<file path="config.mk">
export PLATFORM = sky130hd
export DESIGN_NAME = fetch_sequencer
export DESIGN_NICKNAME = d
export VERILOG_FILES = /design/src/rtl/cpu_defs_pkg.sv /design/src/rtl/pc_incr.sv /design/src/rtl/fetch_sequencer.sv
export SDC_FILE = /design/constraint.sdc
export NUM_CORES = 1
export LEC_CHECK = 0
export CORE_AREA = 2 2 114 116
export CTS_BUF_LIST = sky130_fd_sc_hd__clkbuf_8
export CTS_CLUSTER_DIAMETER = 100
export DETAILED_ROUTE_END_ITERATION = 6
export DIE_AREA = 0 0 116 118
export PLACE_DENSITY = 0.9
export SLEW_MARGIN = 20
export SYNTH_ARGS = -nofsm -noshare
export SYNTH_HDL_FRONTEND = slang
export SYNTH_SLANG_ARGS = --single-unit
export TNS_END_PERCENT = 100
</file>
<file path="constraint.sdc">
create_clock -name CLK -period 2.1 [get_ports CLK]
set_clock_uncertainty 0.05 [all_clocks]
set_input_delay 0.42 -clock CLK [delete_from_list [all_inputs] [get_ports CLK]]
set_output_delay 0.42 -clock CLK [all_outputs]
set_load 0.005 [all_outputs]
</file>
<file path="src/rtl/cpu_defs_pkg.sv">
`default_nettype none
// +--------------------------------------------------------------------+
// | cpu_defs_pkg : shared fetch-sequencer state encoding and constants |
// | Rev 1.0                                                            |
// +--------------------------------------------------------------------+
package cpu_defs_pkg;

   typedef enum logic [1:0] {
      ST_IDLE  = 2'd0,
      ST_FETCH = 2'd1,
      ST_HOLD  = 2'd2,
      ST_HALT  = 2'd3
   } fetch_state_t;

   localparam int unsigned WORD_BYTES       = 4;
   localparam logic [31:0] DEFAULT_RESET_PC = 32'h0000_0000;

   // Forces an address onto a word boundary by clearing the byte-offset bits.
   function automatic logic [31:0] word_align(input logic [31:0] i_addr);
      return {i_addr[31:2], 2'b00};
   endfunction

endpackage
`default_nettype wire

</file>
<file path="src/rtl/pc_incr.sv">
`default_nettype none
// +--------------------------------------------------------------------+
// | pc_incr : 32-bit combinational PC + 4, carry out discarded         |
// | Rev 1.0                                                            |
// +--------------------------------------------------------------------+
module pc_incr
   import cpu_defs_pkg::*;
(
   input  logic [31:0] i_pc,
   output logic [31:0] o_pc_plus4
);

   assign o_pc_plus4 = i_pc + 32'(WORD_BYTES);

endmodule
`default_nettype wire

</file>
<file path="src/rtl/fetch_sequencer.sv">
`default_nettype none
// +--------------------------------------------------------------------+
// | fetch_sequencer : PC owner, imem handshake and IR hand-off to decode|
// | Rev 1.0                                                            |
// +--------------------------------------------------------------------+
module fetch_sequencer
   import cpu_defs_pkg::*;
#(
   parameter logic [31:0] RESET_PC = DEFAULT_RESET_PC,
   parameter int          CNT_W    = 32
)
(
   input  logic             CLK,
   input  logic             RST,
   input  logic             run,
   input  logic             halt_in,
   output logic             imem_req,
   output logic [31:0]      imem_addr,
   input  logic             imem_ack,
   input  logic [31:0]      imem_rdata,
   output logic [31:0]      ir,
   output logic             ir_valid,
   input  logic             retire,
   input  logic             redirect_valid,
   input  logic [31:0]      redirect_pc,
   output logic [31:0]      pc,
   output logic [31:0]      pc_plus4,
   output logic             halted,
   output logic             align_err,
   output logic [CNT_W-1:0] retired_cnt
);

   fetch_state_t     r_state;
   fetch_state_t     w_state_nxt;

   logic [31:0]      r_pc;
   logic [31:0]      r_ir;
   logic             r_ir_valid;
   logic             r_align_err;
   logic             r_halt_pending;
   logic [CNT_W-1:0] r_cnt;

   logic [31:0]      w_pc_plus4;
   logic [31:0]      w_pc_next;
   logic             w_req;
   logic             w_ir_load;
   logic             w_retire_fire;
   logic             w_set_halt_pending;

   pc_incr u_pc_incr (
      .i_pc       (r_pc),
      .o_pc_plus4 (w_pc_plus4)
   );

   assign w_pc_next = redirect_valid ? word_align(redirect_pc) : w_pc_plus4;

   always_ff @(posedge CLK) begin
      if (RST) begin
         r_state <= ST_IDLE;
      end else begin
         r_state <= w_state_nxt;
      end
   end

   always_comb begin
      w_state_nxt        = r_state;
      w_req              = 1'b0;
      w_ir_load          = 1'b0;
      w_retire_fire      = 1'b0;
      w_set_halt_pending = 1'b0;
      case (r_state)
         ST_IDLE: begin
            if (halt_in) begin
               w_state_nxt = ST_HALT;
            end else if (run) begin
               w_state_nxt = ST_FETCH;
            end
         end
         ST_FETCH: begin
            // A halt request cannot abort an outstanding read; it is deferred.
            w_req = 1'b1;
            if (halt_in) begin
               w_set_halt_pending = 1'b1;
            end
            if (imem_ack) begin
               w_ir_load   = 1'b1;
               w_state_nxt = ST_HOLD;
            end
         end
         ST_HOLD: begin
            if (retire) begin
               w_retire_fire = 1'b1;
               w_state_nxt   = (halt_in || r_halt_pending) ? ST_HALT : ST_FETCH;
            end else if (halt_in) begin
               w_set_halt_pending = 1'b1;
            end
         end
         ST_HALT: begin
            w_state_nxt = ST_HALT;
         end
         default: begin
            w_state_nxt = ST_IDLE;
         end
      endcase
   end

   always_ff @(posedge CLK) begin
      if (RST) begin
         r_pc           <= word_align(RESET_PC);
         r_ir           <= 32'h0000_0000;
         r_ir_valid     <= 1'b0;
         r_align_err    <= 1'b0;
         r_halt_pending <= 1'b0;
         r_cnt          <= '0;
      end else begin
         if (w_ir_load) begin
            r_ir       <= imem_rdata;
            r_ir_valid <= 1'b1;
         end
         if (w_retire_fire) begin
            r_ir_valid     <= 1'b0;
            r_cnt          <= r_cnt + CNT_W'(1);
            r_pc           <= w_pc_next;
            r_halt_pending <= 1'b0;
            if (redirect_valid && (redirect_pc[1:0] != 2'b00)) begin
               r_align_err <= 1'b1;
            end
         end else if (w_set_halt_pending) begin
            r_halt_pending <= 1'b1;
         end
      end
   end

   assign imem_req    = w_req;
   assign imem_addr   = r_pc;
   assign ir          = r_ir;
   assign ir_valid    = r_ir_valid;
   assign pc          = r_pc;
   assign pc_plus4    = w_pc_plus4;
   assign halted      = (r_state == ST_HALT);
   assign align_err   = r_align_err;
   assign retired_cnt = r_cnt;

endmodule
`default_nettype wire
</file>
Word-level counts from Yosys, hierarchy flattened:

Index checks and enable logic that the tools add are counted.

* register bits: 101
* bits of input ports: 71
* output and inout bits: 164
* word-level logic and storage cells: 37

* $add $sub $neg: 2
* equal/unequal tests: 6
* multiplexer cells: 15
* reductions and logical operators: 7

Operators with widths (number)
* $add 32x1->32 const B: 1
* $add 32x3->32 const B: 1
* $mux 32: 1
* $mux 2: 5
* $pmux 2 s4: 1
* $mux 1: 7
* $eq 2x2->1 const B: 2
* $ne 2x2->1 const B: 2
* $ne 3x3->1 const B: 1
* $reduce_and 3->1: 1
* $eq 2x1->1 const B: 1
* $logic_not 2->1: 1
* $pmux 1 s2: 1
* $reduce_and 2->1: 1
* $reduce_bool 2->1: 1
* $reduce_or 2->1: 1
* $logic_and 1x1->1: 1
* $logic_or 1x1->1: 1

Logic depth before layout (Yosys ltp):

Gate-level depths: netlist of run 1.

* depth after elaboration: 4
* depth in mapped cells: 8
* gate-level depth less buffers: 7

By module:

From an unflattened synthesis of run 1, not the netlist that was laid out.

* cells, all modules: 615
* area, all modules: 5188.7 sq um

By module, submodules not included
* fetch_sequencer: instances 1, cells each 532, area an instance 4608.2 sq um
* pc_incr: instances 1, cells each 83, area an instance 580.6 sq um

Worst setup path after synthesis of run 1:

Ideal clock, no wire load.

* path type: reg2out
* start: reg r_pc[6] (netlist: imem_addr[6])
* end: out pc_plus4[23]
* arrival time: 1.622 ns
* data required time: 1.630 ns
* setup slack: 0.008 ns
* cell stages (with the launch flop): 6
* path buffers: 1
* path through: dfxtp_1 -> and4_1 -> buf_2 -> nand2_1 -> or4_1 -> xnor2_1

* word-level cells in the longest chain between the ends: 1

Ends and longest elaborated chain
* start, declared: line fetch_sequencer.sv:36 `logic [31:0] r_pc;`
* start signal, assigned: line fetch_sequencer.sv:109 `r_pc <= word_align(RESET_PC);`
* start signal, assigned: line fetch_sequencer.sv:123 `r_pc <= w_pc_next;`
* $add 32x3->32: line pc_incr.sv:13 `assign o_pc_plus4 = i_pc + 32'(WORD_BYTES);`
* end, declared: line fetch_sequencer.sv:27 `output logic [31:0] pc_plus4,`

Every way passes these cells.

Worst setup path after layout of run 1:

* start: reg r_pc[13] (netlist: imem_addr[13])
* end: out pc_plus4[28]

Same word-level chain as after synthesis.

==> results of run 1 <==
## worst max-delay path: cells and delay by family (launching register included)
kind | cells | cell delay [ps]
buf+inv | 4 | 540
flops | 1 | 460
simple gates | 2 | 460
xor+xnor | 1 | 200
## cells in the final DEF (no fill, tap or decap), types with 4 or more instances in the layout
| cell | instances |
|---|---|
| dfxtp_1 | 80 |
| nor2_4 | 8 |
| a31oi_1 | 10 |
| xnor2_1 | 11 |
| and4_1 | 5 |
| o21ai_0 | 22 |
| nand2_2 | 4 |
| and3_1 | 9 |
| clkbuf_8 | 10 |
| nor2_1 | 44 |
| a32o_1 | 5 |
| buf_4 | 112 |
| ha_1 | 6 |
| nand3_2 | 6 |
| nand4_1 | 17 |
| nor3_4 | 4 |
| buf_6 | 28 |
| dfxtp_2 | 16 |
| mux2i_1 | 7 |
| nand3_1 | 27 |
| xor2_1 | 32 |
| xnor2_2 | 10 |
| inv_1 | 12 |
| nor3_1 | 15 |
| nand2_1 | 105 |
| buf_2 | 25 |
| clkdlybuf4s50_1 | 198 |
| or3_1 | 7 |
| a21oi_1 | 54 |
| conb_1 | 6 |
| nand3_4 | 5 |
## routing by layer
layer | vias up | track usage [%] | share of wire (%)
met4 | 0 | 13.99 | 4.5
li1 | 2916 | - | -
met5 | - | 0 | 0
met1 | 2990 | 30.04 | 37
met3 | 73 | 7.312 | 8.3
met2 | 330 | 47.62 | 50
## state kept, by name, indices dropped and copies added, names as in the netlist
signal,flops
ir,32
retired_cnt,32
imem_addr,30
r_state,2
align_err,1
ir_valid,1
r_halt_pending,1
## cell families after synthesis
logic type               synth area share, %
AND/OR/NAND/NOR                        26.43
AO/OA/AOI/OAI                          14.00
flip-flops                             36.95
buffers and inverters                  10.52
XOR/XNOR                               8.654
adder cells (fa/ha/maj)                1.866
multiplexers                           1.516
other                                0.06991
## through the flow
step / worst slack [ps] / hold slack, ps / power, W
after floorplan: 8.021 / 392.1 / 0.002731
after global placement: -315.3 / 387.5 / 0.003421
after detailed placement: -467.9 / 395.6 / 0.003463
after CTS: -320.5 / 225.8 / 0.004738
after global routing: -495.8 / 254.2 / 0.004985
final: -391.2 / 270.7 / 0.004755
## area by class of cell
| class | count | area share [%] |
|---|---|---|
| clock inverter | 6 | 0.7174 |
| inverter | 14 | 0.5795 |
| tap | 172 | 2.373 |
| sequential | 99 | 22.20 |
| multi-input combinational | 488 | 35.60 |
| timing repair buffer | 370 | 37.02 |
| clock buffer | 10 | 1.518 |
## where the power goes
part           switching [W]  internal, W
registers          0.0000960      0.00201
clock network       0.000694     0.000584
logic               0.000636     0.000737
## worst min path at each step
| stage | from | end | cells past startpoint |
|---|---|---|---|
| finish | RST | imem_addr[2] | 2 |
| global route | RST | imem_addr[2] | 2 |
| CTS | RST | imem_addr[2] | 2 |
| detailed placement | ir[19] | ir[19] | 2 |
| global placement | align_err | align_err | 2 |
| floorplan | align_err | align_err | 2 |
## what timing repair did
item	4_1_cts	5_1_grt
buffers inserted	27	19
resized for setup	197	38
setup endpoints to repair	30	35
hold buffers	0	0
pin swaps	42	26
==> impl_metrics.env, run 1 <==
export IMPL_via_per_inst=5.443
export IMPL_rows=41
export IMPL_async_flop_share_pct=0
export IMPL_clk_latency_ps=370
export IMPL_drive_gt1_share_pct=27.05
export IMPL_cts_inserted_buffers=9
export IMPL_setup_viol=22
export IMPL_synth_edf_count=0
export IMPL_fin_nets=1061
export IMPL_yosysTopAreaCell="dfxtp_1"
export IMPL_crit_chain="inv_1 -> nor4_4 -> buf_6 -> buf_6 -> nand4_1 -> xnor2_1 -> buf_2"
export IMPL_grt_max_degree=51
export IMPL_multi_input_area_mm2=0.003228
export IMPL_cts_tree="done"
export IMPL_num_fill_cells=843
export IMPL_post_route_cell_area_mm2=0.009069
export IMPL_area_delta_synth_final_pct=69.07
export IMPL_ys_flop_type="dfxtp_1"
export IMPL_post_drt_wl_per_cell_um=17.25
export IMPL_ys_seq_area_share_pct=36.95
export IMPL_hp_class="primary input to register"
export IMPL_yosysWarnings=0
export IMPL_vias=6309
export IMPL_synth_cell_types=59
export IMPL_peakVddDrop_v=0.0004578
export IMPL_die_w_um=116
export IMPL_portBuffers=228
export IMPL_synth_area_leaders="dfxtp_1 37%, nand2_1 7.8%, buf_4 5.5%, xor2_1 5.2%, a21oi_1 5.0%"
export IMPL_grt_pass1_wl_um=30040
export IMPL_dp_hpwl_um=13250
export IMPL_detail_route_first_pass_iterations=5
export IMPL_cpPeakStageDelay_ps=460
export IMPL_r2r_slack_ps=-100
export IMPL_register_area_mm2=0.002013
export IMPL_timing_critical_path_arrival_ps=2020
export IMPL_maxCapViolations=0
export IMPL_worst_path_max_fanout=5
export IMPL_leakagePower_nw=3.695
export IMPL_slew_limit_headroom_pct=61.17
export IMPL_tns_ps=-5175
export IMPL_layout_cells_non_filler=1159
export IMPL_final_util_pct=73.05
export IMPL_cp_required_ps=1630
export IMPL_crit_start="imem_addr[13]"
export IMPL_crit_top_cell="buf_6"
export IMPL_clk_pin_slew_ps=100
export IMPL_critPathSlowestCell="dfxtp_1"
export IMPL_synth_top_area_share_pct=36.95
export IMPL_reg2reg_from="imem_addr[13]"
export IMPL_rsz0062_at_grt="true"
export IMPL_grt_pass1_vias=6129
export IMPL_violations="negative setup slack"
export IMPL_drt_initial_drc_count=391
export IMPL_antenna_found_initial=0
export IMPL_critPathKind="register to output pin"
export IMPL_final_hold_viol_count=0
export IMPL_syn_area_mm2=0.005364
export IMPL_die_area_mm2=0.01369
export IMPL_synth_seq_cells=99
export IMPL_crit_path_end_kind="output pin"
export IMPL_reg2reg_to="imem_addr[18]"
export IMPL_track_usage_pct=27.35
export IMPL_wirelength_um=20000
export IMPL_min_period_ps=2491
export IMPL_ctsHtreeMaxLevel=3
export IMPL_cts_path_max_buffers=2
export IMPL_placed_area_mm2=0.008172
export IMPL_drc=0
export IMPL_fin_ws_ps=-391.2
export IMPL_yosysMostFrequentCell="nand2_1"
export IMPL_crit_end="pc_plus4[28]"
export IMPL_core_area_mm2=0.01241
export IMPL_slew_violations=0
export IMPL_antennaDiodeCount=0
export IMPL_finalCritPeriodShare_pct=118.6
export IMPL_routabilityCongestion=0.9478
export IMPL_grt_overflow=0
export IMPL_start_util_pct=43.21
export IMPL_die_height_um=118
export IMPL_clockRootBuffer="clkbuf_8"
export IMPL_tightest_slew_ps=582.4
export IMPL_fmax_mhz=401.4
export IMPL_place_inst=1104
export IMPL_status="complete, but fails checks"
export IMPL_syn_area_per_cell_um2=7.923
export IMPL_p_per_area_mw_per_mm2=524.4
export IMPL_cp_start_kind="register"
export IMPL_cts_num_sinks=99
export IMPL_ff2ff_path_depth=9
export IMPL_ant_nets=0
export IMPL_ios=235
export IMPL_syn_inst=677
export IMPL_synth_cells_most_frequent="111 x nand2_1, 99 x dfxtp_1, 54 x a21oi_1"
Note: power is estimated with default switching activity, not from simulation.
==> run 2, diff against run 1 <==
==> constraint.sdc (replaced) <==
create_clock -name CLK -period 2.1 [get_ports CLK]
set_clock_uncertainty 0.05 [all_clocks]
set_input_delay 0.42 -clock CLK [delete_from_list [all_inputs] [get_ports CLK]]
set_output_delay 0.42 -clock CLK [all_outputs]
set_load 0.01 [all_outputs]
==> impl_metrics.env, run 2 (synthesis gave the netlist of run 1 again) <==
export IMPL_clk_pin_slew_ps=100
export IMPL_portBuffers=228
export IMPL_placed_area_mm2=0.008120
export IMPL_detail_route_first_pass_iterations=6
export IMPL_post_route_cell_area_mm2=0.008926
export IMPL_p_per_area_mw_per_mm2=529.1
export IMPL_grt_pass1_wl_um=29550
export IMPL_violations="negative setup slack"
export IMPL_antenna_found_initial=0
export IMPL_cts_tree="done"
export IMPL_setup_viol=24
export IMPL_drt_initial_drc_count=600
export IMPL_die_height_um=118
export IMPL_cp_start_kind="register"
export IMPL_core_area_mm2=0.01241
export IMPL_grt_max_degree=87
export IMPL_routabilityCongestion=0.9139
export IMPL_finalCritPeriodShare_pct=118.2
export IMPL_tightest_slew_ps=608.1
export IMPL_final_hold_viol_count=0
export IMPL_leakagePower_nw=3.645
export IMPL_maxCapViolations=0
export IMPL_cts_num_sinks=99
export IMPL_final_common_cell="clkdlybuf4s50_1"
export IMPL_vias=6274
export IMPL_cts_hold_fix_buffers=0
export IMPL_cts_path_max_buffers=2
export IMPL_area_delta_synth_final_pct=66.41
export IMPL_ios=235
export IMPL_antennaDiodeCount=0
export IMPL_rows=41
export IMPL_ant_nets=0
export IMPL_cp_required_ps=1630
export IMPL_start_util_pct=43.21
export IMPL_mostFrequentLayoutCells="195 x clkdlybuf4s50_1, 106 x nand2_1, 93 x buf_4, 82 x dfxtp_1, 54 x a21oi_1"
export IMPL_fin_ws_ps=-382.7
export IMPL_grt_pass1_vias=5984
export IMPL_crit_path_end_kind="output pin"
export IMPL_critPathKind="register to output pin"
export IMPL_die_w_um=116
export IMPL_hp_class="primary input to register"
export IMPL_fin_nets=1044
export IMPL_peakVddDrop_v=0.0004572
export IMPL_slew_limit_headroom_pct=59.31
export IMPL_cts_inserted_buffers=9
export IMPL_fmax_mhz=402.8
export IMPL_wirelength_um=19890
export IMPL_clk_latency_ps=380
export IMPL_timing_critical_path_arrival_ps=2010
export IMPL_min_period_ps=2483
export IMPL_track_usage_pct=26.79
export IMPL_via_per_inst=5.494
export IMPL_drc=0
export IMPL_slew_violations=0
export IMPL_status="complete, but fails checks"
export IMPL_worst_path_max_fanout=6
export IMPL_rsz0062_at_grt="true"
export IMPL_dp_hpwl_um=12710
export IMPL_post_drt_wl_per_cell_um=17.41
export IMPL_ctsHtreeMaxLevel=3
export IMPL_die_area_mm2=0.01369
export IMPL_grt_overflow=0
export IMPL_pre_cts_slack_ps=-403.0
export IMPL_clockRootBuffer="clkbuf_8"
export IMPL_drive_gt1_share_pct=25.46
[run 2: changes by cell type in the layout (fill, tap and decap cells not counted), moves of 3 or more]
cell	delta
buf_4	-19
buf_2	+4
clkdlybuf4s50_1	-3
dfxtp_2	-3
xnor2_1	+3
xnor2_2	-3
[run 2: metrics by stage]
stage          hold WS (ps)  cells  total power [W]  TNS, ps  util, %
2_1_floorplan         419.6    682         0.002812   -43.12        -
3_3_place_gp          383.9   1091         0.003493    -4650    65.41
3_5_place_dp          390.9   1091         0.003528    -6287    65.41
4_1_cts               312.9   1134         0.004703    -3757    70.11
5_1_grt               340.5   1142         0.004951    -7070    71.90
6_report              317.0   1142         0.004723    -5325    71.90
[run 2: final timing paths]
| path | start | to | slack [ps] | cells after the start |
|---|---|---|---|---|
| worst max-delay path | imem_addr[9] | pc_plus4[30] | -380 | 8 |
| worst min-delay path | RST | imem_addr[21] | 320 | 2 |
| worst max register to register | imem_addr[9] | imem_addr[18] | -190 | 9 |
| worst min register to register | ir[9] | ir[9] | 410 | 2 |
[run 2: timing repair]
item	in CTS	in global routing
pin swaps	34	29
buffers inserted	29	17
resized for setup	186	48
setup endpoints to repair	31	39
gates cloned	0	0
[run 2: routing by layer]
layer / routed length, um / share of wire, % / global-route usage, %
met1: 7439 / 37 / 30.50
met2: 9547 / 48 / 44.48
met3: 1906 / 9.6 / 7.673
met4: 992 / 5.0 / 14.88
met5: 0 / 0 / 0
[run 2: report_power, final]
part,switching (W),internal [W]
Clock,0.000747,0.000462
Combinational,0.000697,0.000716
Sequential,0.0000938,0.00201
[run 2: final cells by class]
cell class                 instances  area [um2]
clock buffer                       9       123.9
clock inverter                     7       68.82
fill                             871        3488
inverter                          14       52.55
multi-input combinational        488        3214
sequential                        99        2013
tap                              172       215.2
timing repair buffer             353        3238
[run 2: critical path, cell delays in order (launching register included)]
cell and delay (ps):
dfxtp_2 370, buf_6 100, nand4_1 230, nor4_4 260, buf_6 180, buf_6 110
nand3_4 80, xnor2_2 140, buf_2 150
